$ cat config.mk
export PLATFORM = sky130hd
export DESIGN_NAME = uart_tx_param
export DESIGN_NICKNAME = d
export VERILOG_FILES = /design/src/rtl/uart_tx_param.sv
export SDC_FILE = /design/constraint.sdc
export NUM_CORES = 1
export LEC_CHECK = 0
export BUFFER_PORTS_ARGS = -buffer_cell sky130_fd_sc_hd__buf_2
export CORE_MARGIN = 2
export CORE_UTILIZATION = 30
export CTS_CLUSTER_SIZE = 14
export DETAILED_ROUTE_END_ITERATION = 7
export PLACE_DENSITY = 0.55
export SLEW_MARGIN = 20
export SYNTH_ARGS = -nofsm -noshare
export SYNTH_HDL_FRONTEND = slang
export SYNTH_SLANG_ARGS = --single-unit
$ cat constraint.sdc
create_clock -name clk -period 2.4 [get_ports clk]
set_input_delay 0.12 -clock clk [delete_from_list [all_inputs] [get_ports clk]]
set_output_delay 0.12 -clock clk [all_outputs]
set_load 0.005 [all_outputs]
$ cat src/rtl/uart_tx_param.sv
// uart_tx_param -- parametrised UART transmitter with internal baud divider.
//
// Frame: start bit (0), DATA_BITS data bits LSB first, optional parity bit,
// STOP_BITS stop bits (1). Every bit lasts DIV = round(CLK_HZ / BAUD) clocks.
//
// Ports:
//   clk       in   system clock
//   rst_n     in   asynchronous reset, active low
//   tx_data   in   [DATA_BITS-1:0] word to send, latched at acceptance
//   tx_valid  in   producer has a word
//   tx_ready  out  high only in IDLE; word accepted on tx_valid & tx_ready
//   tx        out  serial line, idle high, driven from a flop
//   busy      out  frame in progress (cycle after accept through done cycle)
//   done      out  one-cycle pulse on the last clock of the final stop bit
module uart_tx_param #(
    parameter int CLK_HZ    = 50_000_000,
    parameter int BAUD      = 9600,
    parameter int DATA_BITS = 8,
    parameter int PARITY    = 0,
    parameter int STOP_BITS = 1
) (
    input  logic                 clk,
    input  logic                 rst_n,
    input  logic [DATA_BITS-1:0] tx_data,
    input  logic                 tx_valid,
    output logic                 tx_ready,
    output logic                 tx,
    output logic                 busy,
    output logic                 done
);

    localparam int DIV = (CLK_HZ + BAUD / 2) / BAUD;
    localparam int CW  = $clog2(DIV);

    localparam logic [CW-1:0] BAUD_LAST = CW'(DIV - 1);
    localparam logic [3:0]    DATA_LAST = 4'(DATA_BITS - 1);
    localparam logic [3:0]    STOP_LAST = 4'(STOP_BITS - 1);

    localparam logic [2:0] S_IDLE   = 3'd0;
    localparam logic [2:0] S_START  = 3'd1;
    localparam logic [2:0] S_DATA   = 3'd2;
    localparam logic [2:0] S_PARITY = 3'd3;
    localparam logic [2:0] S_STOP   = 3'd4;

    logic [2:0]           state;
    logic [CW-1:0]        baud_cnt;
    logic [3:0]           bit_cnt;
    logic [DATA_BITS-1:0] shreg;
    logic                 par_bit;
    logic                 tx_r;
    logic                 bit_end;

    assign bit_end  = (baud_cnt == BAUD_LAST);
    assign tx_ready = (state == S_IDLE);
    assign busy     = (state != S_IDLE);
    assign done     = (state == S_STOP) && bit_end && (bit_cnt == STOP_LAST);
    assign tx       = tx_r;

    // tx_r is loaded with the value of the *next* bit at each bit boundary,
    // so the line changes exactly on the boundary edge.
    always_ff @(posedge clk or negedge rst_n) begin
        if (!rst_n) begin
            state    <= S_IDLE;
            baud_cnt <= '0;
            bit_cnt  <= '0;
            shreg    <= '0;
            par_bit  <= 1'b0;
            tx_r     <= 1'b1;
        end else if (state == S_IDLE) begin
            if (tx_valid) begin
                state    <= S_START;
                tx_r     <= 1'b0;
                baud_cnt <= '0;
                bit_cnt  <= '0;
                shreg    <= tx_data;
                par_bit  <= (PARITY == 1) ? ~^tx_data : ^tx_data;
            end
        end else if (!bit_end) begin
            baud_cnt <= baud_cnt + CW'(1);
        end else begin
            baud_cnt <= '0;
            case (state)
                S_START: begin
                    state   <= S_DATA;
                    bit_cnt <= '0;
                    tx_r    <= shreg[0];
                end
                S_DATA: begin
                    if (bit_cnt == DATA_LAST) begin
                        bit_cnt <= '0;
                        if (PARITY != 0) begin
                            state <= S_PARITY;
                            tx_r  <= par_bit;
                        end else begin
                            state <= S_STOP;
                            tx_r  <= 1'b1;
                        end
                    end else begin
                        // shift so the next data bit is always at index 1
                        bit_cnt <= bit_cnt + 4'd1;
                        tx_r    <= shreg[1];
                        shreg   <= shreg >> 1;
                    end
                end
                S_PARITY: begin
                    state   <= S_STOP;
                    bit_cnt <= '0;
                    tx_r    <= 1'b1;
                end
                S_STOP: begin
                    if (bit_cnt == STOP_LAST) begin
                        state   <= S_IDLE;
                        bit_cnt <= '0;
                    end else begin
                        bit_cnt <= bit_cnt + 4'd1;
                    end
                    tx_r <= 1'b1;
                end
                default: begin
                    state <= S_IDLE;
                    tx_r  <= 1'b1;
                end
            endcase
        end
    end

endmodule

==> results of run 1 <==
cell usage in the layout, fill, tap and decap left out, drive strengths merged, types with 2 or more instances in the layout:
cell    instances
and3            7
nand3          18
o211ai          3
nand2b          3
ha              3
nor3b           2
buf            18
a21oi           6
o21ai          10
dfrtp          28
mux2i           2
inv             8
mux2            8
a31oi          12
nand4           3
nor3            5
and4bb          2
nor4b           3
nand2          34
o32ai           3
clkbuf          7
nor2           14
power by group through the flow:
stage / clock (mW) / combinational (mW) / sequential, mW
2_1_floorplan: 0 / 0.324 / 0.716
5_1_grt: 0.481 / 0.422 / 0.810
4_1_cts: 0.463 / 0.362 / 0.777
3_5_place_dp: 0 / 0.360 / 0.786
3_3_place_gp: 0 / 0.352 / 0.784
6_report: 0.448 / 0.357 / 0.778
cell families (layout without fill, tap and decap cells):
group / count (synthesis) / count (layout) / share of synthesized area, %
compound gates: 43 / 43 / 16.5
fa+ha+maj: 3 / 3 / 2.11
buf+inv: 20 / 35 / 4.63
flops: 29 / 29 / 40.8
mux: 10 / 10 / 6.18
simple gates: 98 / 98 / 29.8
flip-flops by register name (all words and copies together) (netlist names):
register  cells
state         3
baud_cnt     13
shreg         8
tx            1
bit_cnt       4
layer usage:
layer  global-route usage, %  vias to the layer above
li1                        -                      765
met4                    5.59                        0
met2                    23.1                       23
met3                    2.67                        7
met5                       0                        -
met1                    18.3                      714
timing repair:
action	4_1_cts	5_1_grt
setup endpoints to repair	0	0
hold buffers	1	0
hold endpoints to repair	28	0
layout make-up:
| type | instances | share of cell area (%) |
|---|---|---|
| multi-input combinational | 154 | 47.8 |
| sequential | 29 | 35.7 |
| timing repair buffer | 19 | 5.41 |
| clock buffer | 7 | 4.74 |
| tap | 75 | 4.61 |
| inverter | 8 | 1.48 |
| clock inverter | 1 | 0.246 |
worst paths after layout:
kind	cells after the start	slack [ns]	from	endpoint
hold reg to reg	2	0.48	tx$_DFFE_PN1P_	tx$_DFFE_PN1P_
min in group asynchronous	2	0.41	rst_n	baud_cnt[5]$_DFFE_PN0P_
hold / removal	3	0.09	tx_data[7]	shreg[7]$_DFFE_PN0P_
setup / recovery	5	0.28	state[0]$_DFFE_PN0P_	done
max in group asynchronous	2	1.56	rst_n	baud_cnt[4]$_DFFE_PN0P_
setup reg to reg	5	0.38	bit_cnt[1]$_DFFE_PN0P_	shreg[2]$_DFFE_PN0P_
worst max-delay path, cell delays in order (launching register included):
cell	delay [ns]
dfrtp_1	0.52
or2_1	0.30
or3b_1	0.37
nor4b_1	0.24
and3_1	0.19
buf_2	0.10
through the flow:
stage	area (sq um)	utilization [%]	hold slack, ns	setup WS (ns)
after floorplan	1780	-	-0.176	0.522
after global placement	1920	33.1	0.196	0.429
after detailed placement	1920	33.1	0.194	0.375
after CTS	2030	35.0	0.0885	0.265
after global routing	2030	35.0	0.105	0.0999
final	2030	35.0	0.0916	0.276
==> impl_results.md, run 1 <==
* Worst-Margin Slew at 0.664 ns
* Max-cap viol count at 0
* Final period utilization at 88.5%
* Post-synth EDFFs at 0
* Fin. Hold Viols at 0
* Clk pwr share at 28.3%
* Synth Area per Inst at 8.78 sq um
* Switching portion of total power at 32.5%
* # port buffers at 14
* Die width at 81.1 microns
* Share of cells above drive strength 1 at 20.2%
* Peak supply drop at 0.328 mV
* TritonCTS clock tree: yes
* # IOs at 15
* Top layer in use: met4
* Routed wl met3 at 142 microns
* Dominant synthesized flop cell: dfrtp_1
* Antenna violations before repair at 0
* Netlist cell types at 46
* Cells after Synth at 203
* # DRC at 0
* HPWL after DPL at 2800 microns
* Starting DRT DRC Count at 91
* Setup_tns at 0 ns
* Critical path arrival at 2.00 ns
* Fmax at 471 MHz
* Status: completed
* RSZ-0062 raised after global routing: false
* WL/cell at 13.5 microns
* Crit path launch type: flop
* Clk slew on worst S/H paths at 0.07 ns
* Largest cells by area after synthesis: dfrtp_1, nand2_1, nand3_1
* First-pass GRT wire length at 7160 microns
* Resized Gates After CTS at 0
* Post-route insts no fill at 293
* Hold/Removal Path Class: in -> reg
* Via count at 1509
* Final setup viols at 0
* CTS Sinks at 29
* Height of the die at 81.1 microns
* Full die area at 0.00657 sq mm
* WL final at 3950 microns
* Pwr dens at 778 mW/mm^2
* Placed cells at 284
* Maximum net fanout on the critical path at 12
* Vias in the first global route at 1527
* Yosys warning total at 0
* Antenna cells at 0
* Number of H-tree levels at 2
* Sequential cell area fraction in the yosys report at 40.8%
* Clk Latency, worst-skew pair at 0.28 ns
* Wire length on met2 at 1810 microns
* TritonRoute pass-1 iters at 4
* Tmin final at 2.12 ns
* Pleak at 0.869 nW
* Slew Viols, Final at 0
* Synth top cells by count: nand2_1, dfrtp_1, nand3_1, nor2_1, a31oi_1
* Num CTS Buffers at 5
* NumNets Final at 231
* GP Congestion at 0.830
* Vias/cell at 5.15
* Top-count cell post-synth: nand2_1
* Req. time, crit path at 2.28 ns
* Sequential cell area at 727 sq um
* Pint at 1.07 mW
* Clock root cell: clkbuf_8
* Post-Syn Nets at 217
* Seq pwr share at 49.1%
* CP Class: reg -> out
* Row cnt at 28
* Clk_skew at 0.00666 ns
* Total power at 1.58 mW
* Postcts setup bufs at 0
* CP Capture Type: primary output
* CTS Buffer Depth at 2
* DRT met1 WL at 1920 microns
* Synth Cell Area at 0.00178 sq mm
* Footprint of the multi-input gates at 972 sq um
* Largest net degree at the start of global routing at 30
* P_sw at 0.515 mW
* Area Overhead vs Synth at 14.2%
* GRT Total Usage at 14.1%
* Async SR Flop Fraction at 100%
* Core Region at 0.00582 sq mm
* Worst rel slew slack at 55.7%
* Number of fill cells at 622
* Area leader, netlist: dfrtp_1
* Post-synth top area share at 39.3%
* Initial core utilization at 30.6%
* Remaining Overflow, GRT at 0
* Part of the power in combinational logic at 22.5%
* Number of synthesized register bits at 29
* Antenna-violating nets left at 0
Power figures use the tool's default switching activity.
==> run 2, diff against run 1 <==
--- a/config.mk
+++ b/config.mk
@@ -11,6 +11,7 @@
 export CTS_CLUSTER_SIZE = 14
 export DETAILED_ROUTE_END_ITERATION = 7
 export PLACE_DENSITY = 0.55
+export RECOVER_POWER = 100
 export SLEW_MARGIN = 20
 export SYNTH_ARGS = -nofsm -noshare
 export SYNTH_HDL_FRONTEND = slang
==> impl_results.md, run 2 (synthesis gave the netlist of run 1 again) <==
* Status: complete, but fails checks
* Failing checks: capacitance limit, slew limit
* CP Class: reg -> out
* Clk_skew at 0.00656 ns (-0.000104 ns)
* Pleak at 0.862 nW (-0.87%)
* Vias in the first global route at 1527 (unchanged)
* Crit path launch type: flop
* Peak supply drop at 0.328 mV (about the same)
* Full die area at 0.00657 sq mm (unchanged)
* HPWL after DPL at 2800 microns (unchanged)
* Num CTS Buffers at 5 (unchanged)
* Maximum net fanout on the critical path at 20 (+8)
* Most frequent cells in the layout: nand2_1, dfrtp_1, nand3_1, nor2_1, buf_2
* Setup_tns at 0 ns (unchanged)
* Post-layout util at 34.8% (-0.22 points)
* Row cnt at 28 (unchanged)
* Core Region at 0.00582 sq mm (unchanged)
* GP Congestion at 0.830 (unchanged)
* Height of the die at 81.1 microns (unchanged)
* Number of H-tree levels at 2 (unchanged)
* Largest net degree at the start of global routing at 30 (unchanged)
* Initial core utilization at 30.6% (unchanged)
* Worst-Margin Slew at 1.60 ns (+0.933 ns)
* Area Overhead vs Synth at 13.5%
* Final period utilization at 89.9% (+1.4 points)
* Starting DRT DRC Count at 99 (+8.8%)
* TritonCTS clock tree: yes
* Largest regs: baud_cnt x13, shreg x8, bit_cnt x4
* Clk Latency, worst-skew pair at 0.28 ns (about the same)
* Critical path arrival at 2.04 ns (+0.04 ns)
* Hold/Removal Path Class: in -> reg
* Max-cap viol count at 1 (+1)
* Pwr dens at 782 mW/mm^2 (+0.46%)
* Largest register FFs at 13 (unchanged)
* Tmin final at 2.16 ns (+0.0345 ns)
* First-pass GRT wire length at 7160 microns (unchanged)
* Pre-CTS setup slack at 0.375 ns (unchanged)
* CTS Buffer Depth at 2 (unchanged)
* CTS Sinks at 29 (unchanged)
* Worst setup margin at 0.242 ns (-0.0345 ns)
* CP Capture Type: primary output
* Vias/cell at 5.18 (+0.53%)
* Share of cells above drive strength 1 at 18.8% (-1.4 points)
* Final setup viols at 0 (unchanged)
* Most common cell after layout, fill and taps aside: nand2_1
* GRT Total Usage at 14.1% (unchanged)
* Antenna violations before repair at 0 (unchanged)
* # DRC at 0 (unchanged)
* Antenna-violating nets left at 0 (unchanged)
* RSZ-0062 raised after global routing: false
* Fin. Hold Viols at 0 (unchanged)
* Slew Viols, Final at 30 (+30)
* Fmax at 463 MHz (-1.6%)
* Via count at 1517 (+0.53%)
* Clock root cell: clkbuf_8
* Antenna cells at 0 (unchanged)
* Remaining Overflow, GRT at 0 (unchanged)
* NumNets Final at 231 (unchanged)
* TritonRoute pass-1 iters at 4 (unchanged)
* Worst rel slew slack at -6.44% (-62 points)
* # port buffers at 14 (unchanged)
* Req. time, crit path at 2.28 ns (about the same)
* Most flop-heavy register: baud_cnt
* # IOs at 15 (unchanged)
* WL final at 3970 microns (+0.63%)
* Die width at 81.1 microns (unchanged)
* WL/cell at 13.6 microns (+0.63%)
* Clk slew on worst S/H paths at 0.07 ns (about the same)
run 2: cell count changes in the layout (fill, tap and decap cells not counted):
cell      before  now
buf_2         14   13
clkbuf_1       0    2
buf_4          4    1
clkbuf_2       0    1
clkbuf_4       0    1
or2_0          0    1
or2_1          1    0
nand3_2        1    0
nand3_1       17   18
run 2: worst max-delay path, cell delays in order, from the launching register on:
cell,delay (ns)
dfrtp_1,0.52
nor3_4,0.22
clkbuf_1,0.40
inv_2,0.17
clkbuf_4,0.28
buf_2,0.17
run 2: final cells by class:
cell class | instances | area [sq um]
clock inverter | 1 | 5.00
timing repair buffer | 19 | 103
clock buffer | 7 | 96.3
fill | 627 | 3790
multi-input combinational | 154 | 967
inverter | 8 | 30.0
tap | 75 | 93.8
sequential | 29 | 727
run 2: power breakdown:
| part | switching (mW) | internal [mW] | leakage [nW] |
|---|---|---|---|
| sequential | 0.155 | 0.622 | 0.369 |
| combinational | 0.170 | 0.184 | 0.439 |
| clock | 0.191 | 0.259 | 0.0542 |
run 2: layer usage:
metal	track usage, %	vias up	share of wire, %
met3	2.67	7	2.5
met2	23.1	20	46
li1	-	765	-
met4	5.59	0	1.9
met5	0	-	0
met1	18.3	725	49
run 2: repair_timing:
item,in CTS,in global routing
endpoints found under the hold margin,28,0
gates resized for setup,0,0
hold buffers,1,0
buffers inserted,0,0
run 2: worst paths after layout:
kind,from,to,slack (ns),cells past startpoint
worst min-delay path,tx_data[7],shreg[7]$_DFFE_PN0P_,0.09,3
min in group asynchronous,rst_n,baud_cnt[5]$_DFFE_PN0P_,0.78,2
worst max register to register,state[0]$_DFFE_PN0P_,shreg[2]$_DFFE_PN0P_,0.26,5
worst max-delay path,state[0]$_DFFE_PN0P_,busy,0.24,5
worst min register to register,tx$_DFFE_PN1P_,tx$_DFFE_PN1P_,0.48,2
max in group asynchronous,rst_n,baud_cnt[4]$_DFFE_PN0P_,0.69,2
run 2: per-stage QoR:
step	power (mW)	hold WS [ns]	cell area (sq um)	cells
global placement	1.14	0.196	1920	284
floorplan	1.04	-0.176	1780	203
detailed placement	1.15	0.194	1920	284
CTS	1.60	0.0885	2030	293
global route	1.71	0.105	2020	293
finish	1.58	0.0913	2020	293
==> run 3, diff against run 2 <==
--- a/config.mk
+++ b/config.mk
@@ -11,7 +11,7 @@
 export CTS_CLUSTER_SIZE = 14
 export DETAILED_ROUTE_END_ITERATION = 7
 export PLACE_DENSITY = 0.55
-export RECOVER_POWER = 100
+export RECOVER_POWER = 25
 export SLEW_MARGIN = 20
 export SYNTH_ARGS = -nofsm -noshare
 export SYNTH_HDL_FRONTEND = slang
==> impl_results.md, run 3 (synthesis gave the netlist of run 1 again) <==
* Status: complete, but fails checks
* Failing checks: capacitance limit, slew limit
* Num CTS Buffers at 5 (unchanged)
* Peak supply drop at 0.328 mV (about the same)
* CP Capture Type: primary output
* Pleak at 0.866 nW (+0.56%)
* Worst rel slew slack at -6.42% (+0.016 points)
* Routed wl met3 at 142 microns (+41%)
* Tmin final at 2.12 ns (-0.0345 ns)
* GP Congestion at 0.830 (unchanged)
* Antenna violations before repair at 0 (unchanged)
* Wire length on met2 at 1810 microns (-1.4%)
* Remaining Overflow, GRT at 0 (unchanged)
* Critical path arrival at 2.00 ns (-0.04 ns)
* Req. time, crit path at 2.28 ns (about the same)
* Share of cells above drive strength 1 at 19.7% (+0.92 points)
* Postcts setup bufs at 0 (unchanged)
* CP Class: reg -> out
* Maximum net fanout on the critical path at 12 (-40%)
* Antenna cells at 0 (unchanged)
* Core Region at 0.00582 sq mm (unchanged)
* Starting DRT DRC Count at 91 (-8.1%)
* Vias/cell at 5.15 (-0.53%)
* Clk slew on worst S/H paths at 0.07 ns (about the same)
* Largest register FFs at 13 (unchanged)
* Number of H-tree levels at 2 (unchanged)
* GRT Total Usage at 14.1% (unchanged)
* Max-cap viol count at 1 (unchanged)
* WL/cell at 13.5 microns (-0.65%)
* # DRC at 0 (unchanged)
* CTS Sinks at 29 (unchanged)
* Final setup viols at 0 (unchanged)
* Post-layout util at 35.0% (+0.19 points)
* DRT met1 WL at 1920 microns (-2.1%)
* Setup_tns at 0 ns (unchanged)
* Clock root cell: clkbuf_8
* Most common cell after layout, fill and taps aside: nand2_1
* Hold/Removal Path Class: in -> reg
* Reg-to-reg endpoint: shreg[2]$_DFFE_PN0P_
* Final period utilization at 88.5% (-1.4 points)
* NumNets Final at 231 (unchanged)
* Antenna-violating nets left at 0 (unchanged)
* Worst r2r src: bit_cnt[1]$_DFFE_PN0P_
* Fin. Hold Viols at 0 (unchanged)
* Most flop-heavy register: baud_cnt
* Die width at 81.1 microns (unchanged)
* Full die area at 0.00657 sq mm (unchanged)
* Clk Latency, worst-skew pair at 0.28 ns (about the same)
* Via count at 1509 (-0.53%)
* WL final at 3950 microns (-0.65%)
* Crit path launch type: flop
* RSZ-0062 raised after global routing: false
* Depth of the most critical reg-to-reg path at 5 (unchanged)
* Largest regs: baud_cnt x13, shreg x8, bit_cnt x4
* HPWL after DPL at 2800 microns (unchanged)
* Most frequent cells in the layout: nand2_1, dfrtp_1, nand3_1, nor2_1, buf_2
* Clk_skew at 0.00666 ns (+0.000104 ns)
* Pwr dens at 778 mW/mm^2 (-0.41%)
* Largest net degree at the start of global routing at 30 (unchanged)
* # port buffers at 14 (unchanged)
* Hold path start: tx_data[7]
* Vias in the first global route at 1527 (unchanged)
* CTS Buffer Depth at 2 (unchanged)
* TritonCTS clock tree: yes
* Worst Hold Path Cells at 3 (unchanged)
* Worst-Margin Slew at 1.60 ns (-0.000234 ns)
* Min-Delay Endpoint: shreg[7]$_DFFE_PN0P_
* Row cnt at 28 (unchanged)
* First-pass GRT wire length at 7160 microns (unchanged)
* # IOs at 15 (unchanged)
* Fmax at 471 MHz (+1.6%)
* Area Overhead vs Synth at 14.1%
* Slew Viols, Final at 30 (unchanged)
* TritonRoute pass-1 iters at 4 (unchanged)
* Height of the die at 81.1 microns (unchanged)
* Top layer in use: met4
* Flop2flop setup slack at 0.38 ns (+0.12 ns)
* Initial core utilization at 30.6% (unchanged)
## run 3: cell types whose count changed in the layout (fill, tap and decap cells not counted)
| cell | delta |
|---|---|
| nand3_2 | +1 |
| nand3_1 | -1 |
| buf_4 | +3 |
| or2_1 | +1 |
| clkbuf_4 | -1 |
| or2_0 | -1 |
| clkbuf_1 | -1 |
| clkbuf_2 | -1 |
## run 3: through the flow
stage | area [sq um] | power [mW] | setup slack [ns] | hold slack, ns | instances
after global routing | 2030 | 1.71 | 0.0999 | 0.105 | 293
after detailed placement | 1920 | 1.15 | 0.375 | 0.194 | 284
after floorplan | 1780 | 1.04 | 0.522 | -0.176 | 203
after CTS | 2030 | 1.60 | 0.265 | 0.0885 | 293
final | 2030 | 1.58 | 0.276 | 0.0916 | 293
after global placement | 1920 | 1.14 | 0.429 | 0.196 | 284
## run 3: worst max-delay path by stage
stage / from / end / slack (ns) / cells past startpoint
6_report: state[0]$_DFFE_PN0P_ / done / 0.28 / 5
2_1_floorplan: bit_cnt[0]$_DFFE_PN0P_ / shreg[0]$_DFFE_PN0P_ / 0.52 / 5
4_1_cts: state[0]$_DFFE_PN0P_ / done / 0.27 / 5
3_5_place_dp: bit_cnt[0]$_DFFE_PN0P_ / shreg[2]$_DFFE_PN0P_ / 0.38 / 5
5_1_grt: baud_cnt[0]$_DFFE_PN0P_ / done / 0.1 / 6
3_3_place_gp: bit_cnt[0]$_DFFE_PN0P_ / shreg[6]$_DFFE_PN0P_ / 0.43 / 5
## run 3: metal layers
| layer | global-route usage [%] | vias to the layer above |
|---|---|---|
| li1 | - | 765 |
| met1 | 18.3 | 714 |
| met2 | 23.1 | 23 |
| met3 | 2.67 | 7 |
| met4 | 5.59 | 0 |
| met5 | 0 | - |
## run 3: layout make-up
| cell class | instances | area [sq um] |
|---|---|---|
| multi-input combinational | 154 | 972 |
| inverter | 8 | 30.0 |
| sequential | 29 | 727 |
| fill | 623 | 3780 |
| clock inverter | 1 | 5.00 |
| tap | 75 | 93.8 |
| timing repair buffer | 19 | 109 |
| clock buffer | 7 | 96.3 |
## run 3: power by group
group	total, mW	internal [mW]	switching, mW
combinational	0.356	0.186	0.170
sequential	0.778	0.622	0.156
clock	0.448	0.259	0.190
## run 3: worst max-delay path, cell delays in order, from the launching register on
cell and delay [ns]:
dfrtp_1 0.52, or2_1 0.30, or3b_1 0.37, nor4b_1 0.24, and3_1 0.19, buf_2 0.10
## run 3: timing repair
| item | CTS | global route |
|---|---|---|
| hold endpoints to repair | 28 | 0 |
| gates resized for setup | 0 | 0 |
| hold buffers | 1 | 0 |
